==> src/rtl/trojan_seq_param_pkg.sv <==
// Shared types and helpers for the parametrised sequential key-path trojan.
// Pure declarations; no logic, no latency.
package trojan_pkg;

  typedef enum logic {
    IDLE   = 1'b0,
    ACTIVE = 1'b1
  } state_t;

  localparam int         DEF_KEY_W    = 56;
  localparam logic [5:0] DEF_TRIG_SEQ = 6'b10_01_11;

  // Bits needed to hold values 0..max_val, never less than one bit.
  function automatic int cnt_w(input int max_val);
    int w;
    w = 1;
    for (int i = 1; i < 31; i++) begin
      if ((1 << i) <= max_val) w = i + 1;
    end
    return w;
  endfunction

endpackage

==> src/rtl/trojan_seq_param_hist.sv <==
// Symbol history shift register with fill counter and sequence compare.
// History updates on the sampling edge; match is combinational from registered state.
module trojan_seq_hist
  import trojan_pkg::*;
#(
  parameter int                         SYM_W    = 2,
  parameter int                         SEQ_LEN  = 3,
  parameter logic [SEQ_LEN*SYM_W-1:0]   TRIG_SEQ = DEF_TRIG_SEQ
) (
  input  logic                       clk,
  input  logic                       rst,
  input  logic                       clr,
  input  logic                       vld,
  input  logic [SYM_W-1:0]           sym,
  output logic [SEQ_LEN*SYM_W-1:0]   hist,
  output logic                       match
);

  localparam int HW   = SEQ_LEN * SYM_W;
  localparam int HC_W = cnt_w(SEQ_LEN);

  logic [HC_W-1:0] hist_cnt;
  logic            new_q;
  logic [HW-1:0]   hist_d;

  generate
    if (SEQ_LEN == 1) begin : g_one
      assign hist_d = sym;
    end else begin : g_shift
      assign hist_d = {hist[HW-SYM_W-1:0], sym};
    end
  endgenerate

  always_ff @(posedge clk or negedge rst) begin
    if (!rst) begin
      hist     <= '0;
      hist_cnt <= '0;
      new_q    <= 1'b0;
    end else begin
      new_q <= vld;
      // A clear drops any symbol sampled on the same edge so re-arming needs a full sequence.
      if (clr) begin
        hist     <= '0;
        hist_cnt <= '0;
      end else if (vld) begin
        hist <= hist_d;
        if (hist_cnt != HC_W'(SEQ_LEN)) hist_cnt <= hist_cnt + 1'b1;
      end
    end
  end

  // new_q keeps a frozen history from being counted again on idle cycles.
  assign match = new_q && (hist_cnt == HC_W'(SEQ_LEN)) && (hist == TRIG_SEQ);

endmodule

==> src/rtl/trojan_seq_param.sv <==
// Inline key-path trojan: arms after TRIG_SEQ is seen COUNT_THRESH times, then XORs FLIP_MASK into the key.
// Payload is registered (1 cycle); optional debug ports/disarm under TROJAN_SEQ_DBG_EN.
module trojan_seq_param
  import trojan_pkg::*;
#(
  parameter int                        KEY_W         = DEF_KEY_W,
  parameter int                        TRIG_W        = 32,
  parameter int                        SYM_W         = 2,
  parameter int                        SEQ_LEN       = 3,
  parameter logic [SEQ_LEN*SYM_W-1:0]  TRIG_SEQ      = DEF_TRIG_SEQ,
  parameter int                        COUNT_THRESH  = 1,
  parameter int                        ACTIVE_CYCLES = 0,
  parameter logic [KEY_W-1:0]          FLIP_MASK     = {{(KEY_W-1){1'b0}}, 1'b1}
) (
  input  logic                               clk,
  input  logic                               rst,
  input  logic [KEY_W-1:0]                   key,
  input  logic [TRIG_W-1:0]                  trigger,
  input  logic                               trig_valid,
  output logic [KEY_W-1:0]                   payload,
`ifdef TROJAN_SEQ_DBG_EN
  input  logic                               dbg_disarm,
  output logic [cnt_w(COUNT_THRESH)-1:0]     dbg_match_cnt,
  output logic [SEQ_LEN*SYM_W-1:0]           dbg_hist,
`endif
  output logic                               active
);

  localparam int MC_W = cnt_w(COUNT_THRESH);
  localparam int AC_W = cnt_w(ACTIVE_CYCLES);

  state_t                     state, state_d;
  logic [MC_W-1:0]            match_cnt, match_cnt_d;
  logic [AC_W-1:0]            act_cnt, act_cnt_d;
  logic                       hist_clr;
  logic                       match;
  logic [SEQ_LEN*SYM_W-1:0]   hist;

  trojan_seq_hist #(
    .SYM_W    (SYM_W),
    .SEQ_LEN  (SEQ_LEN),
    .TRIG_SEQ (TRIG_SEQ)
  ) u_hist (
    .clk   (clk),
    .rst   (rst),
    .clr   (hist_clr),
    .vld   (trig_valid),
    .sym   (trigger[SYM_W-1:0]),
    .hist  (hist),
    .match (match)
  );

  generate
    if (SYM_W < TRIG_W) begin : g_trig_rest
      logic unused_trig;
      assign unused_trig = ^trigger[TRIG_W-1:SYM_W];
    end
  endgenerate

  always_comb begin
    state_d     = state;
    match_cnt_d = match_cnt;
    act_cnt_d   = act_cnt;
    hist_clr    = 1'b0;
    case (state)
      IDLE: begin
        if (match) begin
          if (MC_W'(match_cnt + 1'b1) == MC_W'(COUNT_THRESH)) begin
            state_d     = ACTIVE;
            match_cnt_d = '0;
          end else begin
            match_cnt_d = match_cnt + 1'b1;
          end
        end
      end
      ACTIVE: begin
        // Matches are ignored here; on expiry a coincident match is simply lost.
        if (ACTIVE_CYCLES != 0) begin
          if (act_cnt == AC_W'(ACTIVE_CYCLES - 1)) begin
            state_d     = IDLE;
            act_cnt_d   = '0;
            match_cnt_d = '0;
            hist_clr    = 1'b1;
          end else begin
            act_cnt_d = act_cnt + 1'b1;
          end
        end
      end
      default: state_d = IDLE;
    endcase
`ifdef TROJAN_SEQ_DBG_EN
    if (dbg_disarm) begin
      state_d     = IDLE;
      match_cnt_d = '0;
      act_cnt_d   = '0;
    end
`endif
  end

  always_ff @(posedge clk or negedge rst) begin
    if (!rst) begin
      state     <= IDLE;
      match_cnt <= '0;
      act_cnt   <= '0;
      payload   <= '0;
      active    <= 1'b0;
    end else begin
      state     <= state_d;
      match_cnt <= match_cnt_d;
      act_cnt   <= act_cnt_d;
      payload   <= (state == ACTIVE) ? (key ^ FLIP_MASK) : key;
      active    <= (state_d == ACTIVE);
    end
  end

`ifdef TROJAN_SEQ_DBG_EN
  assign dbg_match_cnt = match_cnt;
  assign dbg_hist      = hist;
`else
  logic unused_hist;
  assign unused_hist = ^hist;
`endif

endmodule

==> config.mk <==
export PLATFORM = sky130hd
export DESIGN_NAME = trojan_seq_param
export DESIGN_NICKNAME = d
export VERILOG_FILES = /design/src/rtl/trojan_seq_param_pkg.sv /design/src/rtl/trojan_seq_param_hist.sv /design/src/rtl/trojan_seq_param.sv
export SDC_FILE = /design/constraint.sdc
export NUM_CORES = 1
export LEC_CHECK = 0
export BUFFER_PORTS_ARGS = -buffer_cell sky130_fd_sc_hd__buf_2
export CAP_MARGIN = 25
export CORE_UTILIZATION = 38
export CTS_CLUSTER_SIZE = 30
export DETAILED_ROUTE_END_ITERATION = 16
export PLACE_DENSITY = 0.78
export SLEW_MARGIN = 20
export SYNTH_ARGS = -nofsm -noshare
export SYNTH_HDL_FRONTEND = slang
export SYNTH_HIERARCHICAL = 1
export SYNTH_SLANG_ARGS = --single-unit
==> constraint.sdc <==
create_clock -name clk -period 1.73 [get_ports clk]
set_clock_uncertainty 0.15 [all_clocks]
set_input_delay 0.173 -clock clk [delete_from_list [all_inputs] [get_ports clk]]
set_output_delay 0.173 -clock clk [all_outputs]
set_load 0.05 [all_outputs]
* Yosys cells after proc, flatten, opt, wreduce, memory -nomap -nowiden
Cells that the tools add are included.
** Cells by class
- $add $sub $neg :: 1
- Mux-type cells :: 3
- Reductions and logical operators :: 3
- Equality and inequality tests :: 3
- Bitwise gates (word level) :: 1
** Operator list (number)
- $eq A6 B6 Y1 const B :: 1
- $mux W1 :: 3
- $add A2 B1 Y2 const B :: 1
- $eq A2 B2 Y1 const B :: 1
- $logic_and A1 B1 Y1 :: 2
- $ne A2 B2 Y1 const B :: 1
- $reduce_and A2 Y1 :: 1
- $not A1 Y1 :: 1
** Word-level totals
- Register bits :: 66
- Logic and storage cells :: 16
- Output and inout bits :: 57
- Input bits :: 91

* Depth between registers and ports, before layout
Gate-level depths: netlist of run 1.
- Depth in word-level cells :: 5
- Gate-level depth with buffers :: 4
- Mapped depth without buffers :: 4

* Hierarchy
The synthesis of run 1 kept the hierarchy.
** Modules (own cells, without submodules)
- trojan_seq_param :: area each 1445.1 µm², instances 1, cells an instance 60, sequential area each 1426.4 µm²
- trojan_seq_hist :: area each 426.7 µm², instances 1, cells an instance 34, sequential area each 225.2 µm²

* Worst setup path after synthesis of run 1
No wires, ideal clock.
- Kind :: reg2reg
- From :: register u_hist.hist_cnt[0]
- To :: register u_hist.hist_cnt[0]
- Required time :: 1455 ps
- Stages on the path, launching flop included :: 4
- Setup time :: 125 ps
- Buffers on the path :: 0
- Clock period less this slack :: 1292 ps
- Arrival time :: 1016 ps
- Path slack :: 438 ps
- Cells stage by stage :: dfrtp_1 > ha_1 > nor2b_4 > mux2_4
** On the way
- Cells in the longest elaborated chain, start to end :: 2
- Elaborated cells between the ends (all ways) :: 3
- Classes of those cells :: add/sub: 1; eq/ne: 1; reduce/logical: 1
** RTL lines
- start: declaration :: RTL line trojan_seq_param_hist.sv:22 : logic [HC_W-1:0] hist_cnt;
- start signal: assignment :: RTL line trojan_seq_param_hist.sv:47 : if (hist_cnt != HC_W'(SEQ_LEN)) hist_cnt <= hist_cnt + 1'b1;
- $ne A2 B2 Y1 :: RTL line trojan_seq_param_hist.sv:47
- $reduce_and A2 Y1 (no source line)
Parallel ways exist; a longest one is shown, timed or not.
A chain may end at the register's enable or synchronous reset.

* Worst setup path in the final report of run 1
- From :: input port trig_valid
- To :: register u_hist.hist_cnt[0]
** On the way
- Cells in the longest elaborated chain, start to end :: 1
** RTL lines
- start: declaration :: RTL line trojan_seq_param.sv:19 : input logic trig_valid,
- $reduce_and A2 Y1 (no source line)
No other way between the ends.

==> results_dict.tcl, run 1 <==
set metrics [dict create \
    viasPerCell 4.12 \
    cts.clk_slew.worst_paths_ns 0.07 \
    swShare 0.237 \
    hp-class "primary input to asynchronous set/reset pin" \
    synth_area_leader_cell "dfrtp_1" \
    antenna_found_initial 0 \
    clock_latency_ns 0.32 \
    outcome "complete, no violations" \
    grt_pass1_vias 1607 \
    cp_top_family "buffers and inverters" \
    timing.fmax_ghz 0.724 \
    layout_setup_ws_ns 0.349 \
    path_class "primary input to flip-flop" \
    area_growth_pct 82.0 \
    synth_area_per_cell_sq_um 19.9 \
    power_frac_comb 0.144 \
    synth_area_leaders "dfrtp_1 88%, mux2i_1 3.2%, nor2_1 1.6%" \
    rsz0062_at_grt "no" \
    fin_cells 353 \
    nNetsFinal 373 \
    synth_area_sq_um 1870 \
    cp_max_fo 9 \
    dp_cells 277 \
    worst_setup_path_end_kind "flip-flop" \
    path_depth 4 \
    drc 0 \
    p_switching_mw 0.920 \
    cts_root_buf "clkbuf_8" \
    final_util 0.721 \
    cts_inserted_buffers 9 \
    drive_gt1_frac 0.472 \
    crit_path_start_kind "primary input" \
    cts.sinks 66 \
    die_width_microns 72.2 \
    timing.critical_path.slowest_stage_cell "dlygate4sd3_1" \
    finalHoldViolations 0 \
    rrSetupSlack_ns 0.35 \
    h-tree-depth 3 \
    wl_mm 4.65 \
    cts_setup_buffers 0 \
    synth.top_cell.area_share 0.882 \
    hpwl_mm 2.67 \
    critPathBufInv 2 \
    io_pins 148 \
    ys_seq_elements 66 \
    rr_worst_depth 3 \
    grt_max_degree 67 \
    synth_fp_nets 186 \
    cpPeakStageDelay_ns 0.52 \
    seqPwrFrac 0.423 \
    synth_cells 94 \
    drv_cap 0 \
    drtIter0Drc 99 \
    timing.rr.end "u_hist/hist_cnt[0]" \
    dp_slack_ns 0.372 \
    core-area_sq_um 4720 \
    ys_seq_area_frac 0.882 \
    p_int_mw 2.96 \
    finalSetupTns_ns 0 \
    portBuffers 117 \
    gp_congestion 0.680 \
    period_share 0.798 \
    crit-reg2reg-launch "u_hist/hist_cnt[0]" \
    fp.dieH_microns 72.2 \
    grt_usage 0.191 \
    post-route-min-period_ns 1.38 \
    p_leak_nw 1.74 \
    yosysWarnings 6 \
    cp.required_ns 1.79 \
    cts_tree "done" \
    grt_pass1_wl_mm 7.11 \
    max-vdd-ir-drop_uv 753 \
    vias 1453 \
    ys_types 15 \
    cts_buffer_depth 2 \
    path_cells "dlygate4sd3_1, buf_2, nor2b_4, mux2_4" \
    powerDensity_nw_per_um2 1140 \
    p_clk_frac 0.433 \
    drt-wirelength-per-cell_microns 13.2 \
    fin_hold_ws_ns 0.272 \
    drv_slew 0 \
    antenna_cells 0 \
    drt_first_pass_iters 4 \
    rows 25 \
    gr-total-overflow 0 \
    initial_core_util 0.396 \
    setup_violations 0 \
    ant_nets 0 \
    worstPathArrival_ns 1.44 \
    die_area_sq_um 5210 \
]
Yosys cell counts:
cell	n
mux2_4	1
buf_6	2
conb_1	1
ha_1	1
xor2_1	1
and2b_1	1
nand2b_1	1
or2_1	1
o21ai_0	1
nand4_1	1
nor2b_4	1
nand4bb_1	2
nor2_1	8
mux2i_1	6
dfrtp_1	66
cell families after synthesis:
logic type / after synthesis / share of synthesized area
muxes: 7 / 0.0401
xor gates and xnor gates: 1 / 0.00468
and+or+nand+nor: 15 / 0.0495
AOI/OAI and AO/OA: 1 / 0.00267
buffers and inverters: 2 / 0.0120
DFF: 66 / 0.882
adders and majority gates: 1 / 0.00668
other: 1 / 0.00200
state kept, by name, summed over array words and instances, names as in the netlist:
name	count
u_hist/new_q	1
u_hist/hist	6
payload	56
u_hist/hist_cnt	2
state	1
metal layers:
| metal | part of all wire | vias up | GRT usage |
|---|---|---|---|
| li1 | - | 674 | - |
| met1 | 0.35 | 708 | 0.183 |
| met2 | 0.59 | 65 | 0.364 |
| met3 | 0.054 | 6 | 0.0611 |
| met4 | 0.0099 | 0 | 0.0893 |
| met5 | 0 | - | 0 |
metrics by stage:
stage / power [mW] / instance area, sq um
after global routing: 4.03 / 3410
after CTS: 3.92 / 3410
final: 3.88 / 3410
after global placement: 2.11 / 2540
after floorplan: 1.95 / 1870
after detailed placement: 2.12 / 2540
how the worst max path moves through the flow:
stage,startpoint,to,slack [ns]
global route,u_hist/hist_cnt[0],u_hist/hist_cnt[0],0.32
finish,trig_valid,u_hist/hist_cnt[0],0.35
CTS,u_hist/hist_cnt[0],u_hist/hist_cnt[0],0.36
detailed placement,u_hist/hist_cnt[0],u_hist/hist_cnt[0],0.37
global placement,u_hist/hist_cnt[0],u_hist/hist_cnt[0],0.40
floorplan,u_hist/hist_cnt[0],u_hist/hist_cnt[0],0.44
power groups by stage:
stage               registers, mW  logic, mW  clock network (mW)
floorplan                    1.91     0.0345                   0
global placement             1.67      0.444                   0
detailed placement           1.67      0.453                   0
CTS                          1.64      0.558                1.72
global route                 1.65      0.588                1.79
finish                       1.64      0.558                1.68
repair_timing:
action | CTS | global route
hold buffers | 60 | 0
hold endpoints to repair | 125 | 0
gates resized for setup | 0 | 0
worst min-delay path, cell delays in order:
cell           delay (ns)
dlygate4sd3_1        0.54
buf_2                0.13
buf_12               0.30
cells in the final DEF (no fill, tap or decap):
master           n
and2b_1          1
buf_12           1
buf_2          117
bufinv_16        4
clkbuf_1         1
clkbuf_8        10
clkinv_2         1
conb_1           1
dfrtp_1         66
dlygate4sd3_1   60
ha_1             1
mux2_4           1
mux2i_1          6
nand2b_1         1
nand4_1          1
nand4bb_1        2
nor2_1           8
nor2b_4          1
o21ai_0          1
or2_1            1
xor2_1           1
final cells by class:
cell class	instances	area [sq um]
clock buffer	11	141
clock inverter	5	125
fill	326	1320
multi-input combinational	26	198
sequential	66	1650
tap	67	83.8
timing repair buffer	178	1210
No activity file was read; power rests on OpenSTA's default activity.
==> run 2: changes to the inputs <==
Settings changed: ABC_AREA set to 1, CORE_UTILIZATION 38 to 34, PLACE_DENSITY 0.78 to 0.74.
Clock period 1.73 ns to 1.22 ns, I/O delays scaled along.
==> results_dict.tcl, run 2 <==
set metrics [dict create \
    layout_setup_ws_ns -0.000823 \
    cts_tree "done" \
    ant_nets 0 \
    p_int_mw 3.62 \
    p_clk_frac 0.367 \
    final_common_cell "buf_2" \
    drv_slew 0 \
    p_leak_nw 1.76 \
    drt_first_pass_iters 6 \
    antenna_found_initial 0 \
    grt_max_degree 36 \
    synth_area_leader_cell "dfrtp_1" \
    yosysWarnings 6 \
    synth_area_per_cell_sq_um 16.9 \
    grt_pass1_vias 1624 \
    crit_path_start_kind "flip-flop" \
    synth.top_cell.area_share 0.888 \
    antenna_cells 0 \
    cp_max_fo 3 \
    ys_types 15 \
    worstPathArrival_ns 1.28 \
    drc 0 \
    viasPerCell 4.13 \
    ys_top_cells_by_count "66 x dfrtp_1, 16 x nand2_1, 6 x nand3_1" \
    gr-total-overflow 0 \
    max-vdd-ir-drop_uv 932 \
    h-tree-depth 3 \
    final_cell_mix "85 x buf_2, 66 x dfrtp_1, 60 x dlygate4sd3_1" \
    drive_gt1_frac 0.458 \
    clock_latency_ns 0.33 \
    die_area_sq_um 5770 \
    drv_cap 0 \
    final_util 0.670 \
    path_class "flip-flop to flip-flop" \
    rows 26 \
    synth_edf_count 0 \
    post-route-min-period_ns 1.22 \
    dp_cells 303 \
    rsz0062_at_grt "yes" \
    fp.dieH_microns 76.0 \
    cts_root_buf "clkbuf_8" \
    hp-class "primary input to asynchronous set/reset pin" \
    seqPwrFrac 0.466 \
    cts.sinks 66 \
    timing.fmax_ghz 0.819 \
    synth_area_sq_um 1860 \
    wl_mm 5.41 \
    synth_area_leaders "dfrtp_1 89%, nand2_1 3.2%, nand3_1 1.6%" \
    cpPeakStageDelay_ns 0.42 \
    yosysMostFrequentCell "dfrtp_1" \
    critPathBufInv 0 \
    top_regs "payload (56), u_hist/hist (6), u_hist/hist_cnt (2)" \
    portBuffers 117 \
    cts_buffer_depth 2 \
    place_area_sq_um 2560 \
    fin_cells 380 \
    synth_cells 110 \
    cp_top_family "flip-flops" \
    powerDensity_nw_per_um2 1450 \
    swShare 0.280 \
    ys_async_sr_fraction 1.00 \
    initial_core_util 0.360 \
    outcome "finished with violations" \
    hpwl_mm 3.20 \
    drt-wirelength-per-cell_microns 14.2 \
    largest_reg_flops 56 \
    ys.flop_type "dfrtp_1" \
    vias 1568 \
    drtIter0Drc 72 \
    cts.clk_slew.worst_paths_ns 0.08 \
    timing.critical_path.slowest_stage_cell "dfrtp_1" \
    p_switching_mw 1.41 \
    stdcell_area_sq_um 3470 \
    grt_usage 0.192 \
    worst_setup_path_end_kind "flip-flop" \
    area_growth_pct 86.3 \
    finalHoldViolations 0 \
    top_register "payload" \
    cp.required_ns 1.28 \
    period_share 1.00 \
    grt_pass1_wl_mm 8.09 \
    gp_congestion 0.746 \
    cts_inserted_buffers 9 \
    die_width_microns 76.0 \
    setup_violations 1 \
    core-area_sq_um 5170 \
    path_cells "ha_4, nand4_1, nor2_1, or2_1" \
    power_frac_comb 0.167 \
    ys_seq_area_frac 0.888 \
    nFillCells 357 \
    violations "setup timing" \
    io_pins 148 \
    nNetsFinal 397 \
    ys_seq_elements 66 \
]
==> run 2: final timing paths <==
kind	startpoint	to	slack, ns	cells after the start
min reg2reg	u_hist/hist[5]	u_hist/hist[5]	0.37	2
max reg2reg	u_hist/hist_cnt[0]	state	-0.0008	4
max	u_hist/hist_cnt[0]	state	-0.0008	4
min in group clk	key[30]	payload[30]	0.28	2
min	rst	payload[48]	0.22	3
max in group asynchronous	rst	u_hist/hist[5]	0.37	3
==> run 2: per-stage QoR <==
stage                     setup TNS (ns)  worst slack [ns]  hold slack (ns)  power, mW
final                          -0.000823         -0.000823            0.219       5.02
after CTS                              0         0.0000652            0.214       5.02
after detailed placement        -0.00822          -0.00822           0.0231       3.02
after floorplan                        0            0.0316           -0.324       2.76
after global placement                 0           0.00777          0.00843       3.01
after global routing             -0.0608           -0.0262            0.245       5.21
==> run 2: cell type report <==
| class | count | area (sq um) | area share |
|---|---|---|---|
| repair buffers | 181 | 1300 | 0.375 |
| multi-input cells | 42 | 204 | 0.0588 |
| inverters | 5 | 21.3 | 0.00613 |
| flip-flops and latches | 66 | 1650 | 0.476 |
| clock inverters | 6 | 65.1 | 0.0188 |
| well taps | 70 | 87.6 | 0.0253 |
| clock buffers | 10 | 138 | 0.0397 |
==> run 2: worst reg2reg max path: stages (launching register included) <==
cell	delay [ns]
dfrtp_1	0.42
ha_4	0.19
nand4_1	0.08
nor2_1	0.04
or2_1	0.22
==> run 2: kinds of logic after synthesis <==
logic type      count (synthesis)  synth area share
flops                          66             0.888
other cells                     1           0.00202
buf+inv                         6            0.0175
simple gates                   32            0.0753
fa+ha+maj                       1           0.00672
compound gates                  4            0.0108
==> run 2: power by group through the flow <==
stage | Combinational [mW] | Sequential, mW | Clock (mW)
finish | 0.840 | 2.34 | 1.84
detailed placement | 0.651 | 2.37 | 0
global route | 0.885 | 2.35 | 1.97
CTS | 0.807 | 2.33 | 1.88
floorplan | 0.0455 | 2.72 | 0
global placement | 0.641 | 2.37 | 0
==> run 2: metal layers <==
layer  routed length, microns  part of all wire  vias to the layer above  GRT usage
met5                        0                 0                        -          0
met4                      223             0.041                        0      0.142
met3                      187             0.035                       20     0.0407
met2                     3080              0.57                       60      0.340
met1                     1920              0.36                      759      0.201
li1                         -                 -                      729          -
==> run 2: repair_timing <==
item / in CTS / in global routing
hold endpoints to repair: 129 / 0
setup buffers: 0 / 1
setup endpoints to repair: 7 / 28
pin swaps: 0 / 1
hold buffers: 60 / 0
cloned: 0 / 0
resized for setup: 8 / 33
